## config.mk

```make
export PLATFORM = sky130hd
export DESIGN_NAME = rx_stream_sequencer
export DESIGN_NICKNAME = d
export VERILOG_FILES = /design/src/rtl/rx_stream_sequencer.sv
export SDC_FILE = /design/constraint.sdc
export NUM_CORES = 1
export LEC_CHECK = 0
export CELL_PAD_IN_SITES_DETAIL_PLACEMENT = 0
export CELL_PAD_IN_SITES_GLOBAL_PLACEMENT = 1
export CORE_ASPECT_RATIO = 1.4
export CORE_MARGIN = 10
export CORE_UTILIZATION = 39
export CTS_CLUSTER_DIAMETER = 50
export DETAILED_ROUTE_END_ITERATION = 10
export PLACE_DENSITY_LB_ADDON = 0.1
export SKIP_LAST_GASP = 1
export SLEW_MARGIN = 20
export SYNTH_ARGS = -nofsm -noshare
export SYNTH_HDL_FRONTEND = slang
export SYNTH_SLANG_ARGS = --single-unit
```

## constraint.sdc

```tcl
create_clock -name clk -period 7.5 [get_ports clk]
set_input_delay 1.5 -clock clk [delete_from_list [all_inputs] [get_ports clk]]
set_output_delay 1.5 -clock clk [all_outputs]
set_load 0.01 [all_outputs]
```

## src/rtl/rx_stream_sequencer.sv

```systemverilog
// rx_stream_sequencer: drives the RX framer run/eob controls from host stream
// commands ("N lines now" / "N lines at time T", with chain/reload/stop), and
// reports LATE / BROKEN_CHAIN / OVERRUN / BAD_CMD errors with a timestamp.
module rx_stream_sequencer #(
  parameter int unsigned NUM_LINES_W = 28
) (
  input  logic        clk,
  input  logic        reset,
  input  logic        clear,
  input  logic [63:0] vita_time,
  input  logic [31:0] cmd_tdata,
  input  logic [63:0] cmd_time,
  input  logic        cmd_tvalid,
  output logic        cmd_tready,
  input  logic        strobe,
  input  logic        full,
  output logic        run,
  output logic        eob,
  output logic        busy,
  output logic        err_valid,
  output logic [2:0]  err_code,
  output logic [63:0] err_time,
  input  logic        err_ready
);

  typedef enum logic [1:0] {IDLE, WAIT_TIME, RUNNING, ERROR} state_t;

  localparam logic [2:0] ERR_LATE   = 3'd1;
  localparam logic [2:0] ERR_BROKEN = 3'd2;
  localparam logic [2:0] ERR_OVERRN = 3'd3;
  localparam logic [2:0] ERR_BADCMD = 3'd4;

  state_t                 state, state_next;
  logic                   chain_r, reload_r;
  logic [NUM_LINES_W-1:0] num_r;
  logic [63:0]            time_r;
  logic [NUM_LINES_W-1:0] lines_left, lines_next;
  logic                   stop_pending, stop_pending_next;
  logic                   load_cmd;
  logic                   set_err;
  logic [2:0]             err_code_next;

  // Command field decode
  logic                   cmd_imm, cmd_chain, cmd_reload, cmd_stop;
  logic [NUM_LINES_W-1:0] cmd_lines;
  assign cmd_imm    = cmd_tdata[31];
  assign cmd_chain  = cmd_tdata[30];
  assign cmd_reload = cmd_tdata[29];
  assign cmd_stop   = cmd_tdata[28];
  assign cmd_lines  = cmd_tdata[NUM_LINES_W-1:0];

  // Shared RUNNING-state conditions used by both next-state and output logic
  logic stop_in, strobe_ok, last, stopping, chain_next, chain_ok, burst_end, chain_pop;
  assign stop_in    = cmd_tvalid & cmd_stop;
  assign strobe_ok  = strobe & ~full;
  assign last       = (lines_left == NUM_LINES_W'(1));
  assign stopping   = stop_pending | stop_in;
  assign chain_next = chain_r & cmd_tvalid & ~cmd_stop;
  assign chain_ok   = chain_next & (cmd_lines != '0);
  // Stop outranks reload/chain; a chained zero-length command ends the burst too
  assign burst_end  = strobe & (full | stopping | (last & ~reload_r & ~chain_ok));
  assign chain_pop  = strobe_ok & ~stopping & last & ~reload_r & chain_next;

  // State register
  always_ff @(posedge clk) begin
    if (reset || clear) state <= IDLE;
    else                state <= state_next;
  end

  // Command, counter and error-record registers
  always_ff @(posedge clk) begin
    if (reset || clear) begin
      chain_r      <= 1'b0;
      reload_r     <= 1'b0;
      num_r        <= '0;
      time_r       <= '0;
      lines_left   <= '0;
      stop_pending <= 1'b0;
      err_code     <= '0;
      err_time     <= '0;
    end else begin
      lines_left   <= lines_next;
      stop_pending <= stop_pending_next;
      if (load_cmd) begin
        chain_r  <= cmd_chain;
        reload_r <= cmd_reload;
        num_r    <= cmd_lines;
        time_r   <= cmd_time;
      end
      if (set_err) begin
        err_code <= err_code_next;
        err_time <= vita_time;
      end
    end
  end

  // Next-state and datapath-update decisions
  always_comb begin
    state_next        = state;
    lines_next        = lines_left;
    stop_pending_next = stop_pending;
    load_cmd          = 1'b0;
    set_err           = 1'b0;
    err_code_next     = err_code;
    unique case (state)
      IDLE: begin
        stop_pending_next = 1'b0;
        if (cmd_tvalid && !cmd_stop) begin
          if (cmd_lines == '0) begin
            state_next    = ERROR;
            set_err       = 1'b1;
            err_code_next = ERR_BADCMD;
          end else begin
            load_cmd   = 1'b1;
            lines_next = cmd_lines;
            state_next = cmd_imm ? RUNNING : WAIT_TIME;
          end
        end
      end
      WAIT_TIME: begin
        if (stop_in) begin
          state_next = IDLE;
        end else if (vita_time == time_r) begin
          state_next = RUNNING;
        end else if (vita_time > time_r) begin
          state_next    = ERROR;
          set_err       = 1'b1;
          err_code_next = ERR_LATE;
        end
      end
      RUNNING: begin
        if (stop_in) stop_pending_next = 1'b1;
        if (strobe) begin
          if (full) begin
            state_next        = ERROR;
            set_err           = 1'b1;
            err_code_next     = ERR_OVERRN;
            stop_pending_next = 1'b0;
          end else if (stopping) begin
            state_next        = IDLE;
            stop_pending_next = 1'b0;
          end else if (last) begin
            if (reload_r) begin
              lines_next = num_r;
            end else if (chain_next) begin
              if (chain_ok) begin
                load_cmd   = 1'b1;
                lines_next = cmd_lines;
              end else begin
                state_next    = ERROR;
                set_err       = 1'b1;
                err_code_next = ERR_BADCMD;
              end
            end else if (chain_r) begin
              state_next    = ERROR;
              set_err       = 1'b1;
              err_code_next = ERR_BROKEN;
            end else begin
              state_next = IDLE;
            end
          end else begin
            lines_next = lines_left - NUM_LINES_W'(1);
          end
        end
      end
      ERROR: begin
        if (err_ready) state_next = IDLE;
      end
      default: state_next = IDLE;
    endcase
  end

  // Framer controls, handshakes and status
  always_comb begin
    run        = (state == RUNNING);
    eob        = run & burst_end;
    busy       = (state != IDLE);
    err_valid  = (state == ERROR);
    cmd_tready = 1'b0;
    unique case (state)
      IDLE:      cmd_tready = cmd_tvalid;
      WAIT_TIME: cmd_tready = stop_in;
      RUNNING:   cmd_tready = stop_in | chain_pop;
      default:   cmd_tready = 1'b0;
    endcase
  end

endmodule

```

==> results of run 1 <==
-- kinds of logic after synthesis --
logic type | synth area share [%]
AO/OA/AOI/OAI | 15.3
flip-flops | 39.5
XOR/XNOR | 1.89
AND/OR/NAND/NOR | 21.0
buffers and inverters | 6.46
adder cells (fa/ha/maj) | 9.00
multiplexers | 6.79
-- area by class of cell --
| type | instances | area, um2 |
|---|---|---|
| inverters | 75 | 282 |
| clock inverters | 5 | 57.6 |
| diodes | 4 | 10.0 |
| multi-input cells | 886 | 5280 |
| well taps | 315 | 394 |
| clock buffers | 24 | 482 |
| flip-flops and latches | 192 | 3840 |
| repair buffers | 248 | 2480 |
| fillers | 2432 | 11800 |
-- critical path: stages --
cell	delay (ns)
sky130_fd_sc_hd__clkdlybuf4s50_1	0.46
sky130_fd_sc_hd__nor4_1	0.55
sky130_fd_sc_hd__and4_1	0.33
sky130_fd_sc_hd__nand4_1	0.51
sky130_fd_sc_hd__a311oi_1	0.45
sky130_fd_sc_hd__nor3b_1	0.13
sky130_fd_sc_hd__nor2_1	0.13
sky130_fd_sc_hd__clkdlybuf4s50_1	0.55
-- per-layer routing --
metal	wire, um	GRT usage (%)	part of all wire [%]
met5	29	0	0.093
met1	12400	21.2	40
met2	16200	35.3	52
met3	2150	5.87	6.9
met4	488	5.58	1.6
-- report_power, final --
part           switching [W]  internal, W  leakage [nW]
Combinational       0.000229     0.000205          3.12
Clock               0.000392     0.000478         0.254
Sequential         0.0000159      0.00104          1.55
Total               0.000637      0.00172          4.93
-- Yosys cell counts, types with 5 or more instances --
library cell | number | area [um2]
sky130_fd_sc_hd__nor4_1 | 17 | 106
sky130_fd_sc_hd__clkbuf_1 | 41 | 154
sky130_fd_sc_hd__a221oi_1 | 6 | 52.6
sky130_fd_sc_hd__mux2i_1 | 66 | 661
sky130_fd_sc_hd__o21ai_0 | 26 | 130
sky130_fd_sc_hd__o211ai_1 | 27 | 203
sky130_fd_sc_hd__nor2_1 | 88 | 330
sky130_fd_sc_hd__nand4_1 | 18 | 113
sky130_fd_sc_hd__buf_4 | 17 | 128
sky130_fd_sc_hd__inv_1 | 75 | 282
sky130_fd_sc_hd__nand3_1 | 12 | 60.1
sky130_fd_sc_hd__xnor2_1 | 12 | 105
sky130_fd_sc_hd__or4_1 | 5 | 37.5
sky130_fd_sc_hd__buf_2 | 9 | 45.0
sky130_fd_sc_hd__o22ai_1 | 19 | 119
sky130_fd_sc_hd__nor3_1 | 15 | 75.1
sky130_fd_sc_hd__a21oi_1 | 157 | 786
sky130_fd_sc_hd__or3_1 | 6 | 37.5
sky130_fd_sc_hd__xor2_1 | 9 | 78.8
sky130_fd_sc_hd__dfxtp_1 | 192 | 3840
sky130_fd_sc_hd__ha_1 | 70 | 876
sky130_fd_sc_hd__nand2_1 | 285 | 1070
-- layout by cell type, fill, tap and decap left out, types with 18 or more instances in the layout --
cell and n:
sky130_fd_sc_hd__nand4_1 18, sky130_fd_sc_hd__ha_1 70, sky130_fd_sc_hd__inv_1 75, sky130_fd_sc_hd__nand2_1 284
sky130_fd_sc_hd__o211ai_1 27, sky130_fd_sc_hd__a21oi_1 157, sky130_fd_sc_hd__o21ai_0 26, sky130_fd_sc_hd__dfxtp_1 192
sky130_fd_sc_hd__mux2i_1 66, sky130_fd_sc_hd__clkdlybuf4s50_1 238, sky130_fd_sc_hd__nor2_1 88, sky130_fd_sc_hd__o22ai_1 19
-- sequential cells by signal (all words and copies together) (netlist names) --
register      cells
time_r           64
chain_r           1
reload_r          1
lines_left       28
err_time         64
num_r            28
stop_pending      1
err_code          3
state             2
-- through the flow --
stage | area (um2) | setup WS (ns) | hold slack (ns) | utilization (%)
finish | 12800 | 1.38 | 0.448 | 52.2
floorplan | 9730 | 3.30 | 0.431 | -
detailed placement | 12300 | 1.43 | 0.443 | 49.8
global placement | 12200 | 1.54 | 0.438 | 49.8
CTS | 12800 | 1.41 | 0.452 | 52.0
global route | 12800 | 1.24 | 0.464 | 52.2
-- how the worst min path moves through the flow --
stage                         start        end  slack (ns)  cells after the start
final                     num_r[16]  num_r[16]        0.45                      2
after floorplan           num_r[16]  num_r[16]        0.43                      2
after CTS                 num_r[16]  num_r[16]        0.45                      2
after global placement     num_r[8]   num_r[8]        0.44                      2
after global routing      num_r[16]  num_r[16]        0.46                      2
after detailed placement  num_r[16]  num_r[16]        0.44                      2
==> run summary, run 1 <==
The core region is 24,600 um2. The routed layout has 9,077 vias. Buffers added to address setup during post-CTS repair amount to 0. The arrival time reported for the critical path endpoint was 4.62 ns; the post-route clock period utilization was 81.5%. Across the VDD grid, the largest voltage drop is 0.164 mV.

The run finished with clean final reports. The run gives 1,223 as the number of standard cells after synthesis. Launching element of the worst setup path: cmd_tdata[2]. The number of global-route vias before repair was 8,960; the count of endpoints failing setup in the final report was 0. The worst reg2reg path depth is 9, and the count of max-cap constraint violations is 0. Of the cells placed in the final design, the portion with a size suffix greater than 1 is 3.50%. The final-stage net count is 1,657. The total count of hold-check failures in the final report came out at 0. The run gives 6 as the initial antenna violation count. Yosys mapped the design onto 57 distinct sky130hd cell types. Global routing finished with a remaining overflow of 0.

The Yosys step of the flow raised 0 warnings. The reported leakage power came out at 4.93 nW. The non-filler instance count after layout is 1,749. In this run the critical register-to-register path is captured at lines_left[1]. For the net count after synthesis, the log shows 1,460. The highest achievable clock rate is 0.164 GHz. The run gives 480 as the violation count after the first detailed-routing iteration.

The first detailed-routing pass ran for 4 iterations. The run gives 1,715 as the placed cell count. The worst setup path is of the in -> out kind.

The worst min-delay path category is reg -> reg. After routing, the total negative slack on setup checks comes to 0 ns. The count of pins over their slew limit was 0; the cell row count was 68. The half-perimeter wire length after placement was 22.7 mm; the routed wire length per instance was 17.8 um. The transition at the pin with the smallest max-transition slack is 1.03 ns.

I/O pin total: 239. The signed area change from the synthesized netlist to the final layout came out at 31.9%. No sink is reached through more buffers than the 2 on the longest clock path. The tools report the effective utilization at floorplan as 39.6%. The tools report the end point of the critical path as eob.

Entering global routing, the biggest net connects 95 pins. For the sequential area share after synthesis, the log shows 39.5%. Setup repair after global routing left no endpoint under its margin.

Final total power: 0.00236 W. The number of hold buffers added after CTS was 0. The clock reaches the later pin of the worst-skew pair after 0.44 ns. The die is 153 um wide.

Power spread over the standard cell area amounts to 184 nW/um2. Clock-pin slew was measured on the worst setup and hold paths at 0.06 ns. The number of flops mapped to enable cells by yosys works out to 0.

The number of port buffers works out to 238. The routed design has 31.2 mm of wire. The tools report the worst relative slew slack as 31.4%. The worst setup path is captured at an output pin. The mapped netlist covers 9730 um2. Buffers inserted during clock tree synthesis total 17. The die footprint is 31,800 um2. The run gives 4 as the H-tree level count. Most used flip-flop cell after synthesis: sky130_fd_sc_hd__dfxtp_1. In this run the remaining antenna-violating nets after routing total 0.

Routability-driven placement finished with a final weighted congestion of 0.822. After clock tree synthesis, the repair step resized 0 gates. The run gives 49.4 mm as the wire length of the first global-routing pass.

Of all flip-flops after synthesis, the portion carrying an async set or reset was 0%. The worst setup path is launched from an input pin. The tools report the buffer type at the clock tree root as sky130_fd_sc_hd__clkbuf_16. Along the worst path, the maximum fanout reaches 8. In this run the critical register-to-register path is launched from lines_left[8].

For this run, design rule violations remaining after detail routing come to 0. The mean post-synth cell area was 7.95 um2. TritonCTS built the clock tree.

The post-route clock skew was 0.0102 ns; the vertical extent of the die was 207 um. In this run the register-to-register setup slack is 3.65 ns. Counting flops and latches in the post-synthesis netlist gives 192.

The tools report the sink count of the clock tree as 192. Data on the critical path is required at its endpoint by 6.00 ns. Via-per-instance ratio: 5.19. The run gives 19.4% as the total global routing track utilization. Counting I/O delays and the setup requirement, the final critical path takes 6.12 ns.
No activity file was read; power rests on OpenSTA's default activity.
==> run 2: changes to the inputs <==
CORE_UTILIZATION = 33   (was 39)
clock period = 5.6 ns   (was 7.5 ns; I/O delays follow)
==> run 2 against run 1 <==
  * Sequential cell count stayed put
  * Largest cell class unchanged
  * Critical endpoint unchanged
  * Non-clock buffer count is 2 higher
  * Highest routed layer unchanged
  * Sequential power is 33% higher
  * Wire length is 5.5% higher
  * Die area is 16% higher
  * Global-route usage shrank 1.5 points
  * Combinational power grew 35%
  * Register-to-register slack got worse by 1.4 ns
==> run summary, run 2 (same netlist as run 1, synthesis figures left out) <==
The total overflow left after global routing is 0. Global routing consumed, on the met3 layer, 5.03% of the routing resources. Instance count along the most critical hold path: 2.

STA classifies the critical path endpoint as an output pin. At the later pin of the worst-skew pair, clock insertion delay measures 0.45 ns. Once detail routing completed, the nets flagged for antenna violations numbered 0. The cell row count is 74. The run gives 0 as the total count of hold-check failures in the final report. Counting tap cells, the placed design contains a total of 1,783 instances. The global routing stage identified its most utilized layer as met2.

For the initial antenna violation count, the log shows 5. Measured in cells, the most critical reg-to-reg path has a length of 12. Entering global routing, the biggest net connects 191 pins.

Arrival time reported for the critical path endpoint: 3.74 ns. Clock-pin slew was measured on the worst setup and hold paths at 0.07 ns. For this run, global-route usage on met2 was measured as 31.3%. Setup violations remaining at the end of the flow were counted as 0. Global routing consumed, on the met1 layer, 20.6% of the routing resources. The worst-case IR drop observed on VDD is 0.199 mV. Setup repair after global routing left no endpoint under its margin. The floorplan step set the die width to 165 um. The most frequent standard cell in the layout excluding fill and tap cells is sky130_fd_sc_hd__nand2_1. The detailed-route wire length was 32.9 mm; the vertical extent of the die was 223 um.

The tools report the total non-filler cell area in the finished layout as 13,000 um2. The transition at the pin with the smallest max-transition slack was 1.07 ns. The half-perimeter wire length after placement is 23.8 mm. In the final layout, the registers with the most flip-flops are err_time (64), time_r (64). In the routed design, unresolved DRC markers number 0. The area growth from synthesis to layout is 34.0%. The logs give 0 for the count of max-cap constraint violations and 17 for the number of clock buffers inserted by TritonCTS. In this run the standard cell core region covers 29,200 um2. In this run the clock root is driven by a sky130_fd_sc_hd__clkbuf_16. STA classifies the critical path startpoint as an input pin. The areal power density over the cells is 258 nW/um2. The via-per-instance ratio works out to 4.96. The final-layout setup total negative slack is 0 ns.

The worst min-delay path category is reg -> reg. The worst slack at placement came out at 0.751 ns. Non-filler instance count after layout: 1,815. The number of global-route vias before repair is 8,896, and the total global routing track utilization is 17.9%. The H-tree level count came out at 4.

239 I/O pins were placed. The sink count of the clock tree is 192, and the wire length of the first global-routing pass is 51.4 mm. In this run the worst path has a maximum fanout of 8. Leaving out fill and tap cells, the most frequent cells in the layout are 284 x sky130_fd_sc_hd__nand2_1, 238 x sky130_fd_sc_hd__clkdlybuf4s50_1, 192 x sky130_fd_sc_hd__dfxtp_1, 157 x sky130_fd_sc_hd__a21oi_1, 88 x sky130_fd_sc_hd__nor2_1. The fraction of final layout cells with drive strength greater than 1 was 4.04%. The cell area reported after detailed placement was 12,400 um2. For this run, the post-layout net count is 1,659. The reported leakage power is 5.00 nW, and the number of port buffers is 238.

Counting along the longest clock path gives a buffer depth of 2. The category of the critical setup timing path was in -> out. The die footprint is 36,800 um2. Gates resized during post-CTS repair numbered 0. At the worst endpoint, the required time is 4.48 ns. The flow ran to the end, and the final reports show no timing, DRC or antenna violations.

The tools report the hold buffer count at CTS as 0. Once the floorplan was initialized, standard cells occupied 33.4% of the core. For the highest achievable clock rate, the log shows 0.206 GHz. The logs give 8,994 for the via total after detailed routing and 0.823 for the routability congestion estimate.

Time the worst path needs with I/O delays and setup: 4.86 ns. The run gives 0.737 ns as the post-layout worst setup margin. The setup fix buffers added after clock tree synthesis is 0, and the violation count after the first detailed-routing iteration is 428. On the final layout, the worst clock skew is 0.0113 ns.

The post-route clock period utilization works out to 86.8%. The count of pins over their slew limit was 0. The routed wire length per instance is 18.1 um, and the detailed-routing iteration count for the pre-antenna-repair pass is 5. TritonCTS built the clock tree.

The design draws 0.00336 W. The run gives 28.4% as the worst relative slew slack.
## run 2: path summary, 6_finish.rpt
check / slack, ns / startpoint / endpoint
worst max register to register: 2.27 / time_r[61] / err_time[19]
worst min-delay path: 0.45 / num_r[25] / num_r[25]
worst max-delay path: 0.74 / cmd_tdata[1] / eob
worst min register to register: 0.45 / num_r[25] / num_r[25]
## run 2: area by class of cell
class                           instances  area (um2)
Clock buffer                           17         425
Antenna cell                            1        2.50
Inverter                               75         282
Sequential cell                       192        3840
Timing Repair Buffer                  250        2520
Clock inverter                         14         214
Fill cell                            3039       16100
Tap cell                              380         475
Multi-Input combinational cell        886        5270
## run 2: power breakdown
| part | switching (W) | total (W) | internal [W] |
|---|---|---|---|
| Sequential | 0.0000217 | 0.00141 | 0.00139 |
| Clock | 0.000573 | 0.00136 | 0.000791 |
| Combinational | 0.000309 | 0.000585 | 0.000276 |
| Total | 0.000904 | 0.00336 | 0.00246 |
## run 2: worst max-delay path: stages
cell	delay [ns]
sky130_fd_sc_hd__clkdlybuf4s50_1	0.44
sky130_fd_sc_hd__nor4_1	0.52
sky130_fd_sc_hd__and4_1	0.28
sky130_fd_sc_hd__nand4_1	0.08
sky130_fd_sc_hd__buf_4	0.21
sky130_fd_sc_hd__a311oi_1	0.28
sky130_fd_sc_hd__nor3b_1	0.13
sky130_fd_sc_hd__nor2_1	0.12
sky130_fd_sc_hd__clkdlybuf4s50_1	0.55
## run 2: layer usage
| metal | up-vias | routed length, um |
|---|---|---|
| li1 | 4574 | - |
| met1 | 4186 | 13500 |
| met2 | 201 | 16900 |
| met3 | 27 | 2040 |
| met4 | 6 | 397 |
| met5 | - | 46 |
## run 2: per-stage QoR
| stage | util [%] | hold slack (ns) |
|---|---|---|
| 6_report | 44.7 | 0.452 |
| 2_1_floorplan | - | 0.431 |
| 4_1_cts | 44.7 | 0.454 |
| 3_5_place_dp | 42.5 | 0.444 |
| 3_3_place_gp | 42.5 | 0.440 |
| 5_1_grt | 44.7 | 0.465 |
